File: config.mk
export PLATFORM = sky130hd
export DESIGN_NAME = dual_comb_diff
export DESIGN_NICKNAME = d
export VERILOG_FILES = /design/src/rtl/dual_comb_diff.sv
export SDC_FILE = /design/constraint.sdc
export NUM_CORES = 1
export LEC_CHECK = 0
export ABC_AREA = 1
export CAP_MARGIN = 40
export CORE_MARGIN = 5
export CORE_UTILIZATION = 44
export CTS_BUF_LIST = sky130_fd_sc_hd__clkbuf_2 sky130_fd_sc_hd__clkbuf_4 sky130_fd_sc_hd__clkbuf_8
export DETAILED_ROUTE_END_ITERATION = 6
export DONT_BUFFER_PORTS = 1
export REMOVE_ABC_BUFFERS = 1
export SYNTH_ARGS = -nofsm -noshare
export SYNTH_HDL_FRONTEND = slang
export SYNTH_SLANG_ARGS = --single-unit
File: constraint.sdc
create_clock -name clk -period 9.2 [get_ports clk]
set_input_delay 1.84 -clock clk [delete_from_list [all_inputs] [get_ports clk]]
set_output_delay 1.84 -clock clk [all_outputs]
set_load 0.02 [all_outputs]
File: src/rtl/dual_comb_diff.sv
// Sliding-window differencer for dual-number samples: d = a - a[n-DEPTH], j_d = j_a - j_a[n-DEPTH].
// Optional saturation of each difference part is enabled by defining DUAL_COMB_SAT_EN.
module dual_comb_diff #(
    parameter int W     = 32,
    parameter int DEPTH = 16
) (
    input  logic         clk,
    input  logic         rst,
    input  logic         clear,
    input  logic         in_valid,
    input  logic [W-1:0] a,
    input  logic [W-1:0] j_a,
    output logic         out_valid,
    output logic [W-1:0] d,
    output logic [W-1:0] j_d,
    output logic         primed,
    output logic         ovf
);

    localparam int AW = (DEPTH > 1) ? $clog2(DEPTH) : 1;
    localparam int FW = $clog2(DEPTH + 1);

    logic [2*W-1:0] mem [DEPTH];
    logic [AW-1:0]  wr_ptr;
    logic [FW-1:0]  fill;
    logic           accept;
    logic [2*W-1:0] old_entry;
    logic [W-1:0]   old_a;
    logic [W-1:0]   old_j;
    logic [W-1:0]   res_a;
    logic [W-1:0]   res_j;
    logic           ovf_nxt;

    assign accept = in_valid && !clear;
    assign primed = (fill == FW'(DEPTH));

    // Until the window is full the stale RAM contents are masked, so the RAM needs no reset.
    assign old_entry = primed ? mem[wr_ptr] : '0;
    assign old_a     = old_entry[2*W-1:W];
    assign old_j     = old_entry[W-1:0];

`ifdef DUAL_COMB_SAT_EN
    logic [W:0] diff_a;
    logic [W:0] diff_j;
    logic       sat_a;
    logic       sat_j;

    always_comb begin
        diff_a = {a[W-1], a} - {old_a[W-1], old_a};
        diff_j = {j_a[W-1], j_a} - {old_j[W-1], old_j};
        sat_a  = diff_a[W] ^ diff_a[W-1];
        sat_j  = diff_j[W] ^ diff_j[W-1];
        res_a  = diff_a[W-1:0];
        res_j  = diff_j[W-1:0];
        if (sat_a) res_a = diff_a[W] ? {1'b1, {(W-1){1'b0}}} : {1'b0, {(W-1){1'b1}}};
        if (sat_j) res_j = diff_j[W] ? {1'b1, {(W-1){1'b0}}} : {1'b0, {(W-1){1'b1}}};
        ovf_nxt = sat_a | sat_j;
    end
`else
    always_comb begin
        res_a   = a - old_a;
        res_j   = j_a - old_j;
        ovf_nxt = 1'b0;
    end
`endif

    always_ff @(posedge clk) begin
        if (accept) mem[wr_ptr] <= {a, j_a};
    end

    always_ff @(posedge clk or negedge rst) begin
        if (!rst) begin
            wr_ptr    <= '0;
            fill      <= '0;
            out_valid <= 1'b0;
            d         <= '0;
            j_d       <= '0;
            ovf       <= 1'b0;
        end else if (clear) begin
            wr_ptr    <= '0;
            fill      <= '0;
            out_valid <= 1'b0;
        end else begin
            out_valid <= in_valid;
            if (in_valid) begin
                wr_ptr <= (wr_ptr == AW'(DEPTH - 1)) ? '0 : wr_ptr + AW'(1);
                if (!primed) fill <= fill + FW'(1);
                d   <= res_a;
                j_d <= res_j;
                ovf <= ovf_nxt;
            end
        end
    end

endmodule

# Word-level counts from Yosys, hierarchy flattened
# Memories as Yosys holds them, arrays and structs flattened.
# Cells that the tools add are included.
op_classes:
  addsub: 4
  multipliers: 0
  div: 0
  n_lt_le_gt_ge: 0
  eq_ne: 3
  shifts: 0
  muxes: 10
  bitwise: 1
  n_reduce_logical: 5
op_table:
  columns: ["op", "count"]
  rows:
  - ["64-bit 2-to-1 mux", 1]
  - ["32-bit subtractor", 2]
  - ["5-bit 2-to-1 mux", 3]
  - ["4-bit 2-to-1 mux", 3]
  - ["5-bit by 1-bit adder with 5-bit output, second input constant", 1]
  - ["5-bit equality test, second input constant", 1]
  - ["4-bit by 1-bit adder with 4-bit output, second input constant", 1]
  - ["4-bit equality test, second input constant", 1]
  - ["2-bit AND reduction", 2]
  - ["1-bit 2-to-1 mux", 3]
  - ["2-bit != test, second input constant", 1]
  - ["2-bit nonzero test", 1]
  - ["1-bit logical AND", 1]
  - ["1-bit zero test", 1]
  - ["1-bit NOT", 1]
word_totals:
  register_bits: 74
  latch_bits: 0
  mem_bits_rw: 1024
  romBits: 0
  input_bits: 68
  output_inout_bits: 67
  elab_cells: 29
  n_memories: 1
mem_list:
  columns: ["memory", "words", "width", "read_ports", "rd_ports_with_merged_regs", "wr", "line_no", "text"]
  rows:
  - ["mem", 16, 64, 1, 0, 1, "23", "logic [2*W-1:0] mem [DEPTH];"]

# Logic depth before layout (Yosys ltp)
# Gate-level depths: netlist of run 1.
depth:
  depth_word: 4
  mapped_depth: 24
  ltp_nobuf: 20

# Worst setup path after synthesis of run 1
# OpenSTA, ideal clock, no wires.
synth_timing:
  kind: "input -> register"
  start: "in in_valid"
  end: "mem mem[11][0] (netlist bit) (enable)"
  setup_ns: 0.486
  arrival_ns: 5.189
  t_required_ns: 8.714
  slack_ns: 3.525
  stages: 6
  path_buffers: 2
  cell_sequence: "inv_1 > nor2_1 > buf_2 > buf_2 > nand2_1 > nor2_1"
synth_between:
  elab_chain_len: 3
synth_rtl:
  columns: ["element", "line_no", "text"]
  rows:
  - ["start, declared", "10", "input logic in_valid,"]
  - ["1-bit logical AND", "34", "assign accept = in_valid && !clear;"]
  - ["1-bit 2-to-1 mux", "68", "if (accept) mem[wr_ptr] <= {a, j_a};"]
  - ["1-bit 2-to-1 mux (implied by the code)", "68", null]
  - ["end, declared", "23", null]
# No other way between the ends.

# Worst setup path in the final report of run 1
layout_timing:
  start: "reg wr_ptr[0]"
  end: "reg j_d[25]"
layout_between:
  elab_chain_len: 3
layout_rtl:
  columns: ["element", "line_no", "text"]
  rows:
  - ["start, declared", "24", "logic [AW-1:0] wr_ptr;"]
  - ["start signal, assigned", "86", "wr_ptr <= (wr_ptr == AW'(DEPTH - 1)) ? '0 : wr_ptr + AW'(1);"]
  - ["memory read 16 x 64 bit", null, null]
  - ["64-bit 2-to-1 mux", "38", "assign old_entry = primed ? mem[wr_ptr] : '0;"]
  - ["32-bit subtractor", "62", "res_j = j_a - old_j;"]
  - ["end signal, assigned", "89", "j_d <= res_j;"]
  - ["end, declared", "15", "output logic [W-1:0] j_d,"]
# No other way between the ends.
# A chain may end at the register's enable or synchronous reset.

==> reports/qor.yml, run 1 <==
setup_path:
  crit_fanout: 151
  r2r_start: "wr_ptr[0]"
  worst-setup-path-type: "reg2reg"
  critPathArrivalTime_ns: 5.58
  worst-r2r-cell-count: 16
  cp-start-kind: "register"
  reg2reg_to: "j_d[25]"
  cp.required_ns: 9.91
  crit_path_end_kind: "register"
  rrSetupSlack_ns: 4.33
sta:
  setup_violations: 0
  timing.final.crit_period_ns: 4.874
  finalHoldViolCount: 0
  max_freq_ghz: 0.2052
  clock_skew_ns: 0.04176
  slew_headroom: 0.2766
  rsz0062_at_grt: "no"
  worst_slew_pin_slew_ns: 1.085
  finalWorstSetupSlack_ns: 4.326
  report.final.slew_viol_count: 0
  fin_crit_sh: 0.5298
routing:
  drt-total-wl_um: 130100
  via_per_inst: 5.692
  post-route-drc-count: 0
  vias: 31384
  post_drt_wl_per_cell_um: 23.60
  ant_nets: 0
  drt_iter0_markers: 2871
  drt_pass1_iterations: 7
clocking:
  clk_latency_ns: 0.84
  cts_resized: 0
  clkSinkCount: 1098
  cts_setup_buffers: 0
  cts_tree: "yes"
  cts_hold_buf: 0
  cts_root_buffer: "clkbuf_8"
  cts_inserted_buffers: 179
  clkTransAtPathRegs_ns: 0.06
  htreeDepth: 4
  cts.path.max_buffers: 3
global_routing:
  grt_pass1_wl_um: 193500
  grt_overflow_total: 0
  grt_pass1_vias: 30538
  grt_use_total: 0.2275
  antenna_found_initial: 7
  grt_max_degree: 197
layout:
  post-route-util: 0.4907
  seq_area_mm2: 0.03261
  multi_input_area_mm2: 0.01246
  instances_no_fill: 5514
  final_area_mm2: 0.05159
  drive_above_1_share: 0.08864
  nets: 4116
  final.fill_count: 9362
  synthToLayoutAreaGrowth_pct: 10.92
place:
  dp_hpwl_um: 73880
  place_ws_ns: 4.404
  io_buffers: 0
  dp.cells: 5188
  placed_area_mm2: 0.04815
  gp_congestion: 0.9184
logic_synthesis:
  yosysWarnings: 0
  synth_edf_count: 1024
  synth_commonest_cells: "1024 x edfxtp_1, 624 x nor2_1, 585 x nand2_1, 484 x o21ai_0, 249 x o22ai_1"
  yosysTopAreaCellShare: 0.6612
  synth_area_mm2: 0.04651
  syn_inst: 3960
  yosysMostFrequentCell: "edfxtp_1"
  seq_area_frac_synth: 0.7010
  post-synth-top-area-cell: "edfxtp_1"
  ys.flop_type: "edfxtp_1"
  synth_seq_cells: 1098
  ys_async_sr_fraction: 0.06740
  synth_cell_type_count: 40
  syn_avg_cell_area_um2: 11.74
  synth_area_leaders: "edfxtp_1 66%, o21ai_0 5.2%, nor2_1 5.0%"
run_status:
  outcome: "finished clean"
power:
  powerDensity_mw_per_mm2: 203.2
  peakVddDrop_mv: 0.1257
  p_leak_nw: 17.75
floorplan:
  start_util: 0.4424
  die_width_um: 335.1
  design.die.area_mm2: 0.1123
  num_rows: 119
  ioPinCount: 135
  die_h_um: 335.1
  core_mm2: 0.1051
hold_path:
  min_path_cells: 2
  hold_end: "fill[3]"
  hold_path_class: "reg2reg"
  hp-start: "fill[3]"
run:
  cap_violations: 0
## cells in the final DEF, fill, tap and decap left out, drive strengths merged, types with 68 or more instances in the layout
| cell type | netlist | routed |
|---|---|---|
| a21oi | 77 | 77 |
| clkbuf | 121 | 240 |
| clkinv | 0 | 72 |
| dfrtp | 74 | 74 |
| edfxtp | 1024 | 1024 |
| ha | 68 | 68 |
| inv | 149 | 153 |
| nand2 | 585 | 585 |
| nand3 | 103 | 103 |
| nor2 | 624 | 624 |
| o21ai | 588 | 588 |
| o22ai | 249 | 249 |
## through the flow
step | setup TNS, ns | hold slack [ns] | power, mW
finish | 0 | 0.5992 | 10.48
global route | 0 | 0.6387 | 10.89
CTS | 0 | 0.6000 | 10.58
detailed placement | 0 | 0.5884 | 6.501
global placement | 0 | 0.5701 | 6.488
floorplan | -4824.07 | 0.5419 | 6.268
## how the worst max path moves through the flow
stage | startpoint | slack [ns] | endpoint | depth (start not counted)
3_5_place_dp | wr_ptr[0] | 4.40 | j_d[29] | 16
3_3_place_gp | in_valid | 3.93 | mem[9][12] | 5
6_report | wr_ptr[0] | 4.33 | j_d[25] | 16
2_1_floorplan | wr_ptr[0] | -6.75 | d[19] | 17
4_1_cts | wr_ptr[0] | 4.42 | j_d[13] | 14
5_1_grt | wr_ptr[0] | 3.96 | j_d[25] | 16
## registers in the layout (all words and copies together), names as in the netlist
register,cells
j_d,32
wr_ptr,4
mem,1024
out_valid,1
fill,5
d,32
## critical path, stage by stage (launching register included)
cell      delay [ns]
dfrtp_4         0.76
inv_16          0.43
buf_4           0.81
o21ai_0         0.17
o22ai_1         0.28
nand2_1         0.08
nand4_1         0.18
nand2_1         0.13
ha_1            0.38
a21oi_1         0.19
nand2_1         0.13
a21oi_1         0.28
o21ai_0         0.23
nand2_1         0.14
nand3b_1        0.09
nand3_1         0.18
nand2_1         0.07
## report_power, final
part           leakage (nW)  total, mW  internal (mW)  switching [mW]
combinational          5.81      0.735          0.236           0.500
sequential             10.1       5.66           5.54           0.126
clock                  1.81       4.08           2.14            1.94
total                  17.8       10.5           7.92            2.57
## area by class of cell
type	count	area share
Multi-Input combinational cell	2493	0.2415
Antenna cell	5	0.0002425
Timing Repair Buffer	57	0.01475
Sequential cell	1098	0.6321
Inverter	149	0.01140
Clock buffer	240	0.05712
Tap cell	1391	0.03374
Clock inverter	81	0.009144
## logic make-up after synthesis
group | after synthesis | synth area share
and+or+nand+nor | 1402 | 0.1210
DFF | 1098 | 0.7010
AOI/OAI and AO/OA | 996 | 0.1199
buffers and inverters | 369 | 0.03438
adders and majority gates | 70 | 0.01916
xor gates and xnor gates | 24 | 0.004520
other | 1 | 0.00008063
## per-layer routing
metal	wire length, um	up-vias	global-route usage
li1	-	14389	-
met1	53680	15500	0.3044
met2	61480	1240	0.3674
met3	11350	251	0.05656
met4	3587	4	0.07617
met5	27	-	0
(Power assumes the default switching activity.)
==> run 2, diff against run 1 <==
==> constraint.sdc (replaced) <==
create_clock -name clk -period 4.2 [get_ports clk]
set_input_delay 0.84 -clock clk [delete_from_list [all_inputs] [get_ports clk]]
set_output_delay 0.84 -clock clk [all_outputs]
set_load 0.02 [all_outputs]
==> reports/qor.yml, run 2 (synthesis gave the netlist of run 1 again) <==
power:
  p_clk_frac: 0.401  # +0.011
  powerDensity_mw_per_mm2: 450.7  # +120%
  peakVddDrop_mv: 0.2226  # +77%
  p_total_mw: 23.49  # +120%
  swShare: 0.2406  # -0.004306
  intPower_mw: 17.84  # +130%
  power_switching_mw: 5.652  # +120%
  p_leak_nw: 18.07  # +1.8%
  pwr-share-seq: 0.527  # -0.013
  p_comb_frac: 0.072  # +0.002
global_routing:
  grt_use_total: 0.2323  # +0.004776
  grt_util_met1: 0.3177  # +0.01334
  antenna_found_initial: 1  # -6
  grt_overflow_total: 0  # unchanged
  met3_usage: 0.05310  # -0.003463
  grt_pass1_wl_um: 197400  # +2.0%
  grt_max_degree: 133  # -32%
  grt_busiest_layer: "met2"
  grt_pass1_vias: 30594  # +0.18%
  grtUsageMet2: 0.3768  # +0.009419
routing:
  drt_iter0_markers: 2848  # -0.80%
  via_per_inst: 5.740  # +0.85%
  ant_nets: 0  # unchanged
  drt_pass1_iterations: 7  # unchanged
  post-route-drc-count: 0  # unchanged
  drt-total-wl_um: 132700  # +2.0%
  post_drt_wl_per_cell_um: 23.93  # +1.4%
  vias: 31834  # +1.4%
sta:
  rsz0062_at_grt: "no"
  worst_slew_pin_slew_ns: 0.8615  # -0.2236 ns
  slew_headroom: 0.4257  # +0.1490
  max_freq_ghz: 0.2659  # +30%
  clock_skew_ns: 0.03693  # -0.004837 ns
  holdWs_ns: 0.07909  # -0.5201 ns
  timing.final.crit_period_ns: 3.761  # -1.114 ns
  setup_violations: 0  # unchanged
  report.final.slew_viol_count: 0  # unchanged
  fin_setup_tns_ns: 0  # unchanged
  finalHoldViolCount: 0  # unchanged
  fin_crit_sh: 0.8954  # +0.3656
setup_path:
  worst-setup-path-type: "reg2reg"
  critPathArrivalTime_ns: 4.48  # -1.10 ns
  cp.required_ns: 4.91  # -5.00 ns
  crit_fanout: 51  # -66%
  cp-start-kind: "register"
  crit_path_end_kind: "register"
clocking:
  clkTransAtPathRegs_ns: 0.06  # about the same
  cts_inserted_buffers: 179  # unchanged
  cts.path.max_buffers: 3  # unchanged
  clk_latency_ns: 0.85  # about the same
  cts_resized: 0  # unchanged
  htreeDepth: 4  # unchanged
  cts_root_buffer: "clkbuf_8"
  cts_tree: "yes"
  clkSinkCount: 1098  # unchanged
place:
  io_buffers: 0  # unchanged
  dp_hpwl_um: 73870  # about the same
  gp_congestion: 0.9430  # +2.7%
floorplan:
  num_rows: 119  # unchanged
  ioPinCount: 135  # unchanged
  design.die.area_mm2: 0.1123  # unchanged
  start_util: 0.4424  # unchanged
  die_width_um: 335.1  # unchanged
  die_h_um: 335.1  # unchanged
  core_mm2: 0.1051  # unchanged
hold_path:
  hold_path_class: "in2reg"
layout:
  synthToLayoutAreaGrowth_pct: 12.05
  largest_register_ff_count: 1024  # unchanged
  final_cell_mix: "1024 x edfxtp_1, 604 x nor2_1, 585 x nand2_1, 484 x o21ai_0, 249 x o22ai_1"
  regMostFlops: "mem"
  nets: 4148  # +0.78%
  reg_top3: "mem: 1024 flops, d: 32 flops, j_d: 32 flops"
  final_common_cell: "edfxtp_1"
  final.fill_count: 9324  # -0.41%
  post-route-util: 0.4957  # +0.004999
  drive_above_1_share: 0.1011  # +0.01247
run_status:
  outcome: "finished clean"
run:
  cap_violations: 0  # unchanged
[run 2: timing repair]
item	in CTS	in global routing
setup endpoints to repair	0	0
setup buffers	0	0
hold buffers	2	0
hold endpoints to repair	74	0
[run 2: metal layers]
metal,vias to the layer above,part of all wire
li1,14466,-
met1,15881,0.42
met3,221,0.080
met4,0,0.023
met2,1266,0.47
met5,-,0
[run 2: final cells by class]
type	count	area [um2]	share of cell area
sequential	1098	32610	0.6258
multi-input combinational	2493	12460	0.2390
clock buffer	263	3163	0.06070
tap	1391	1740	0.03340
timing repair buffer	89	1079	0.02070
inverter	149	588.1	0.01128
clock inverter	62	473.0	0.009076
antenna	1	2.502	0.00004802
[run 2: power by group through the flow]
stage,Combinational (mW),Sequential (mW),Clock (mW)
detailed placement,1.65,12.6,0
global placement,1.64,12.6,0
finish,1.68,12.4,9.42
CTS,1.68,12.4,9.61
floorplan,1.10,12.6,0
global route,1.87,12.4,10.1
[run 2: through the flow]
step                worst slack [ns]  cells  cell area (um2)
finish                        0.4392   5546            52110
global route                 0.07192   5546            52110
CTS                           0.4411   5545            52110
detailed placement            0.4746   5218            48440
global placement              0.4873   5217            48420
floorplan                     -11.75   3740            45470
[run 2: path summary, 6_finish.rpt]
path / from / to / slack (ns) / cells after the start
max: wr_ptr[0] / d[23] / 0.44 / 17
min: j_a[18] / mem[14][18] / 0.08 / 0
max reg2reg: wr_ptr[0] / d[23] / 0.44 / 17
min reg2reg: fill[3] / fill[4] / 0.60 / 2
max in group asynchronous: rst / j_d[4] / 3.20 / 2
min in group asynchronous: rst / d[5] / 0.53 / 2
[run 2: worst max-delay path: stages, from the launching register on]
cell and delay [ns]:
dfrtp_4 0.53, buf_12 0.27, buf_4 0.47, o21ai_0 0.17, o22ai_1 0.18, a22o_1 0.17, o21ai_1 0.09, ha_1 0.52
nand2_1 0.17, nor2_1 0.13, nand2_1 0.06, nand2_1 0.13, nand2_1 0.07, nand2_1 0.19, a21oi_1 0.12, or2_1 0.21
nand3_1 0.06, nand2_1 0.05
